File: src/rtl/network_source_sched.sv
// Network dispatch source with a per-input ring of future charges, so a spike can be
// scheduled up to DELAY_DEPTH timesteps ahead of the one currently staged on net_inp.
module network_source_sched #(
  parameter int NUM_INP      = 4,
  parameter int CHARGE_WIDTH = 8,
  parameter int RUN_WIDTH    = 16,
  parameter int DELAY_DEPTH  = 4,
  parameter int SRC_WIDTH    = 32
) (
  input  logic                            clk,
  input  logic                            rst,
  input  logic                            src_valid,
  output logic                            src_ready,
  input  logic [SRC_WIDTH-1:0]            src,
  input  logic                            net_ready,
  output logic                            net_valid,
  output logic                            net_rst,
  output logic [NUM_INP*CHARGE_WIDTH-1:0] net_inp,
  output logic                            drop,
  output logic                            sat
);
  // Both handshakes: a transfer happens on a posedge where valid && ready are both 1.
  localparam int CW     = CHARGE_WIDTH;
  localparam int IDX_W  = $clog2(NUM_INP);
  localparam int IDX_FW = (IDX_W > 0) ? IDX_W : 1;
  localparam int DLY_W  = $clog2(DELAY_DEPTH + 1);
  localparam int PTR_W  = (DELAY_DEPTH > 1) ? $clog2(DELAY_DEPTH) : 1;

  typedef enum logic [2:0] {OP_NOP = 3'd0, OP_RUN = 3'd1, OP_SPK = 3'd2, OP_CLR = 3'd3} op_e;

  logic [2:0]           opc;
  logic [RUN_WIDTH-1:0] run_f;
  logic [IDX_FW-1:0]    idx_f;
  logic [CW-1:0]        val_f;
  logic [DLY_W-1:0]     dly_f;
  logic                 unused_src;

  assign opc        = src[SRC_WIDTH-1 -: 3];
  assign run_f      = src[SRC_WIDTH-4 -: RUN_WIDTH];
  assign val_f      = src[SRC_WIDTH-4-IDX_W -: CW];
  assign dly_f      = src[SRC_WIDTH-4-IDX_W-CW -: DLY_W];
  assign unused_src = ^src;

  generate
    if (IDX_W > 0) begin : g_idx
      assign idx_f = src[SRC_WIDTH-4 -: IDX_FW];
    end else begin : g_noidx
      assign idx_f = '0;
    end
  endgenerate

  logic [RUN_WIDTH-1:0] cnt_q, cnt_d;
  logic [PTR_W-1:0]     head_q, head_d, head_adv, tgt;
  logic [CW-1:0]        inp_q [NUM_INP];
  logic [CW-1:0]        inp_d [NUM_INP];
  logic [CW-1:0]        slot_q [DELAY_DEPTH][NUM_INP];
  logic [CW-1:0]        slot_d [DELAY_DEPTH][NUM_INP];
  logic                 net_rst_q, net_rst_d, drop_q, drop_d, sat_q, sat_d;
  logic                 adv, accept;
  op_e                  op;
  logic [CW:0]          sum;
  int                   t_i;

  // Returns {clamped, result}; the add is done one bit wider so overflow is visible.
  function automatic logic [CW:0] sat_add(input logic [CW-1:0] a, input logic [CW-1:0] b);
    logic [CW:0] s;
    s = {a[CW-1], a} + {b[CW-1], b};
    if (s[CW] != s[CW-1])
      return {1'b1, s[CW] ? {1'b1, {(CW-1){1'b0}}} : {1'b0, {(CW-1){1'b1}}}};
    return {1'b0, s[CW-1:0]};
  endfunction

  assign src_ready = (cnt_q <= RUN_WIDTH'(1));
  assign net_valid = (cnt_q != '0);
  assign net_rst   = net_rst_q;
  assign drop      = drop_q;
  assign sat       = sat_q;

  generate
    for (genvar g = 0; g < NUM_INP; g++) begin : g_out
      assign net_inp[g*CW +: CW] = inp_q[g];
    end
  endgenerate

  always_comb begin
    adv       = net_valid && net_ready;
    accept    = src_valid && src_ready;
    op        = OP_NOP;
    cnt_d     = cnt_q;
    inp_d     = inp_q;
    slot_d    = slot_q;
    net_rst_d = 1'b0;
    drop_d    = 1'b0;
    sat_d     = 1'b0;
    sum       = '0;
    t_i       = 0;
    tgt       = '0;
    if (accept) begin
      case (opc)
        3'd1:    op = OP_RUN;
        3'd2:    op = OP_SPK;
        3'd3:    op = OP_CLR;
        default: op = OP_NOP;
      endcase
    end
    // A new RUN replaces the count outright, so a RUN landing on the last step has no bubble.
    if (op == OP_RUN)  cnt_d = (run_f == '0) ? RUN_WIDTH'(1) : run_f;
    else if (adv)      cnt_d = cnt_q - RUN_WIDTH'(1);
    if (adv) head_adv = (int'(head_q) == DELAY_DEPTH - 1) ? '0 : head_q + PTR_W'(1);
    else     head_adv = head_q;
    head_d = head_adv;
    if (adv) begin
      inp_d = slot_q[head_q];
      for (int i = 0; i < NUM_INP; i++) slot_d[head_q][i] = '0;
    end
    if (op == OP_SPK) begin
      if (int'(idx_f) >= NUM_INP || int'(dly_f) > DELAY_DEPTH) begin
        drop_d = 1'b1;
      end else if (dly_f == '0) begin
        sum          = sat_add(inp_d[idx_f], val_f);
        inp_d[idx_f] = sum[CW-1:0];
        sat_d        = sum[CW];
      end else begin
        // Reading slot_d gives a zero base when the target is the slot just drained.
        t_i = int'(head_adv) + int'(dly_f) - 1;
        if (t_i >= DELAY_DEPTH) t_i = t_i - DELAY_DEPTH;
        tgt                = PTR_W'(t_i);
        sum                = sat_add(slot_d[tgt][idx_f], val_f);
        slot_d[tgt][idx_f] = sum[CW-1:0];
        sat_d              = sum[CW];
      end
    end
    if (op == OP_CLR) begin
      for (int i = 0; i < NUM_INP; i++) inp_d[i] = '0;
      for (int d = 0; d < DELAY_DEPTH; d++)
        for (int i = 0; i < NUM_INP; i++) slot_d[d][i] = '0;
      head_d    = '0;
      net_rst_d = 1'b1;
    end
  end

  always_ff @(posedge clk) begin
    if (rst) begin
      cnt_q     <= '0;
      head_q    <= '0;
      net_rst_q <= 1'b1;
      drop_q    <= 1'b0;
      sat_q     <= 1'b0;
      for (int i = 0; i < NUM_INP; i++) inp_q[i] <= '0;
      for (int d = 0; d < DELAY_DEPTH; d++)
        for (int i = 0; i < NUM_INP; i++) slot_q[d][i] <= '0;
    end else begin
      cnt_q     <= cnt_d;
      head_q    <= head_d;
      net_rst_q <= net_rst_d;
      drop_q    <= drop_d;
      sat_q     <= sat_d;
      inp_q     <= inp_d;
      slot_q    <= slot_d;
    end
  end
endmodule

File: config.mk
export PLATFORM = sky130hd
export DESIGN_NAME = network_source_sched
export DESIGN_NICKNAME = d
export VERILOG_FILES = /design/src/rtl/network_source_sched.sv
export SDC_FILE = /design/constraint.sdc
export NUM_CORES = 1
export LEC_CHECK = 0
export CORE_MARGIN = 4
export CORE_UTILIZATION = 35
export DETAILED_ROUTE_END_ITERATION = 7
export DONT_BUFFER_PORTS = 1
export PLACE_DENSITY = 0.48
export SETUP_SLACK_MARGIN = 0.02
export SLEW_MARGIN = 20
export SYNTH_ARGS = -nofsm -noshare
export SYNTH_HDL_FRONTEND = slang
export SYNTH_SLANG_ARGS = --single-unit
File: constraint.sdc
create_clock -name clk -period 7.67 [get_ports clk]
set_input_delay 1.534 -clock clk [delete_from_list [all_inputs] [get_ports clk]]
set_output_delay 1.534 -clock clk [all_outputs]
set_load 0.01 [all_outputs]
==> run_results.csv <==
group,metric,value,unit
status,status,"completed",
layout,drive_above_1_share,12.1,%
layout,area_growth,9.04,%
synth,synthArstFlopShare,0,%
pwr,vdd_drop_max,271,uV
clock_tree,clkLatencyLatePin,0.46,ns
timing,worst_pin_slew,1.05,ns
timing,tns,0,ns
routing,first_pass_iters,6,
synth,syn_inst,1365,
flow_run,drv_cap,0,
timing,relSlewSlack,29.8,%
setup_path,critPathCapture,"slot_q[32]$_SDFF_PP0_",
setup_path,crit_start,"cnt_q[0]$_SDFFE_PP0P_",
setup_path,endpoint_kind,"flop",
worst_hold_path,hold_class,"reg2reg",
setup_path,regToRegSetupSlack,1.07,ns
clock_tree,cts_tree,"yes",
setup_path,rr_worst_depth,22,
pwr,p_leak,4.05,nW
synth,yosysSeqAreaShare,33.0,%
clock_tree,post_cts_buffers,0,
setup_path,cp-start-kind,"flop",
routing,wl,44700,um
clock_tree,cts_resized,0,
grt,grt_pass1_wl,67400,um
synth,avgSynthCellArea,8.03,um2
routing,wire_per_inst,25.8,um
timing,hold_viol,0,
pwr,powerDensity,394,mW/mm2
setup_path,worst_r2r_endpoint,"slot_q[32]$_SDFF_PP0_",
routing,drt_iter0_drc,1028,
layout,fin_cells,1731,
timing,rsz0062_at_grt,"no",
clock_tree,cts_made_buffers,17,
setup_path,critPathSlowestCell,"nor4_1",
place,place_congestion,0.956,
synth,syn_nets,1425,
synth,ys.warnings.count,0,
clock_tree,cts_max_path_buffers,2,
timing,finalSetupViolations,0,
place,numPlacedInstances,1699,
setup_path,cp.arrival,6.97,ns
layout,final_net_count,1382,
die,core-area,0.0307,mm2
place,io_buffers,0,
clock_tree,cts_root_buffer,"clkbuf_16",
die,die-area,0.0342,mm2
die,die_w,185,um
synth,synth_edf_count,0,
grt,grt_max_degree,77,
die,io_pins,73,
clock_tree,clk_pin_slew,0.08,ns
routing,vias_per_cell,6.17,
synth,synth_seq_cells,181,
grt,grt_overflow,0,
die,die_h,185,um
clock_tree,cts_num_sinks,181,
routing,via_count,10700,
routing,drc_errors,0,
timing,skew,0.0211,ns
synth,synth_ff_type,"dfxtp_1",
setup_path,crit_fanout,18,
timing,post-route-period-util,86.0,%
setup_path,required,8.05,ns
setup_path,crit_type,"reg2reg",
layout,fillers,3178,
timing,slew_viol_final,0,
die,start_util,35.7,%
timing,clock.fmax,152,MHz
clock_tree,htree_levels,4,
grt,gr-usage-all-layers,26.0,%
pwr,power,0.00471,W
layout,antenna_cells,0,
setup_path,cpPeakStageDelay,0.71,ns
synth,synth_area,0.0110,mm2
clock_tree,hold_buffers,0,
grt,grt_pass1_vias,10100,
grt,antenna_found_initial,0,
setup_path,r2r-start,"cnt_q[0]$_SDFFE_PP0P_",
timing,fin_crit,6.60,ns
setup_path,cp_cell_sequence,"inv_1 -> ha_1 -> nor4b_1 -> and4_4 -> inv_2 -> a31o_4 -> o211ai_4 -> mux2_4 -> a21oi_1 -> nor4_1 -> o211a_1 -> ha_1 -> fa_1 -> a21o_1 -> a21oi_1 -> nor2b_1 -> o31a_1 -> o22a_1 -> maj3_1 -> buf_4 -> nand2_1 -> a21oi_1",
die,fp-row-count,64,
routing,ant_nets,0,
synth,synth_cell_types,78,
place,hpwl,31200,um
setup_path,crit_path_frequent_cell,"a21oi_1",
[registers in the layout (all words and copies together) (netlist names)]
register,count
sat,1
cnt_q,16
net_inp,32
slot_q,128
drop,1
head_q,2
net_rst,1
[cells in the final DEF, fill, tap and decap left out, types with 10 or more instances in the layout]
cell type | Yosys | final
mux2i_1 | 10 | 10
a211oi_1 | 19 | 19
a21oi_1 | 207 | 206
inv_1 | 16 | 15
ha_1 | 22 | 22
nor4_4 | 10 | 10
buf_4 | 3 | 40
o21ai_0 | 47 | 46
nor4_1 | 10 | 10
a221oi_1 | 16 | 16
nor2_1 | 62 | 61
xnor2_1 | 19 | 19
mux4_2 | 40 | 40
nand3_1 | 152 | 151
clkbuf_16 | 0 | 17
nor3_4 | 10 | 10
dfxtp_1 | 181 | 179
nand2_1 | 275 | 274
[logic make-up after synthesis]
kind of cell	Yosys count	share of synthesized area, %
multiplexers	58	10.0
flip-flops	181	33.0
adder cells (fa/ha/maj)	31	3.51
XOR/XNOR	23	1.84
buffers and inverters	119	4.40
AND/OR/NAND/NOR	576	26.2
AO/OA/AOI/OAI	377	21.0
[power by group]
| part | switching (W) | internal, W |
|---|---|---|
| registers | 0.0000496 | 0.000984 |
| clock network | 0.000449 | 0.000440 |
| logic | 0.00199 | 0.000799 |
[metal layers]
layer	vias to the layer above	global-route usage (%)	routed length [um]
met5	-	0	0
met4	0	7.25	1150
met3	67	4.46	3510
met2	459	41.5	20500
met1	5248	36.5	19600
li1	4913	-	-
[critical path, delay by kind of cell, from the launching register on]
kind | cells | cell delay [ns]
adder cells (fa/ha/maj) | 4 | 1.29
buffers and inverters | 3 | 0.55
AO/OA/AOI/OAI | 9 | 2.19
flip-flops | 1 | 0.34
AND/OR/NAND/NOR | 5 | 1.57
multiplexers | 1 | 0.55
[how the worst min path moves through the flow]
stage	startpoint	endpoint	slack [ns]	cells after the start
finish	slot_q[58]$_SDFF_PP0_	slot_q[58]$_SDFF_PP0_	0.48	2
floorplan	slot_q[101]$_SDFF_PP0_	slot_q[101]$_SDFF_PP0_	0.45	2
global placement	slot_q[58]$_SDFF_PP0_	slot_q[58]$_SDFF_PP0_	0.46	2
global route	slot_q[58]$_SDFF_PP0_	slot_q[58]$_SDFF_PP0_	0.50	2
detailed placement	slot_q[58]$_SDFF_PP0_	slot_q[58]$_SDFF_PP0_	0.47	2
CTS	slot_q[58]$_SDFF_PP0_	slot_q[58]$_SDFF_PP0_	0.48	2
[cell usage after synthesis (all sizes together), types with 5 or more instances]
| cell | number | area (um2) |
|---|---|---|
| a2111oi | 5 | 51.3 |
| a211oi | 20 | 155 |
| a21oi | 209 | 1050 |
| a221oi | 16 | 140 |
| a22o | 5 | 43.8 |
| a22oi | 6 | 45.0 |
| and2 | 5 | 31.3 |
| and3 | 5 | 31.3 |
| buf | 31 | 153 |
| clkbuf | 71 | 267 |
| dfxtp | 181 | 3620 |
| ha | 22 | 275 |
| inv | 17 | 63.8 |
| maj3 | 7 | 70.1 |
| mux2 | 8 | 97.6 |
| mux2i | 10 | 100 |
| mux4 | 40 | 901 |
| nand2 | 275 | 1030 |
| nand3 | 152 | 761 |
| nand4 | 6 | 52.6 |
| nor2 | 62 | 233 |
| nor2b | 5 | 31.3 |
| nor3 | 17 | 198 |
| nor4 | 20 | 275 |
| o211ai | 7 | 66.3 |
| o21ai | 48 | 240 |
| o22ai | 6 | 37.5 |
| o31ai | 7 | 52.6 |
| or3 | 8 | 55.1 |
| xnor2 | 19 | 166 |
[metrics by stage]
stage | area, um2 | setup slack, ns | hold WS, ns | utilization (%)
floorplan | 11000 | 1.83 | 0.449 | -
global placement | 11400 | 1.25 | 0.462 | 37.0
detailed placement | 11400 | 1.19 | 0.469 | 37.0
CTS | 12000 | 1.16 | 0.479 | 38.9
global route | 12000 | 0.819 | 0.496 | 38.9
finish | 12000 | 1.07 | 0.481 | 38.9
[cell type report]
type | count | area (um2) | area share (%)
clock buffers | 18 | 439 | 3.67
clock inverters | 14 | 135 | 1.13
flip-flops and latches | 181 | 3630 | 30.3
repair buffers | 40 | 300 | 2.51
inverters | 17 | 66.3 | 0.555
multi-input cells | 1065 | 6890 | 57.7
well taps | 396 | 495 | 4.14
No activity file was read; power rests on OpenSTA's default activity.
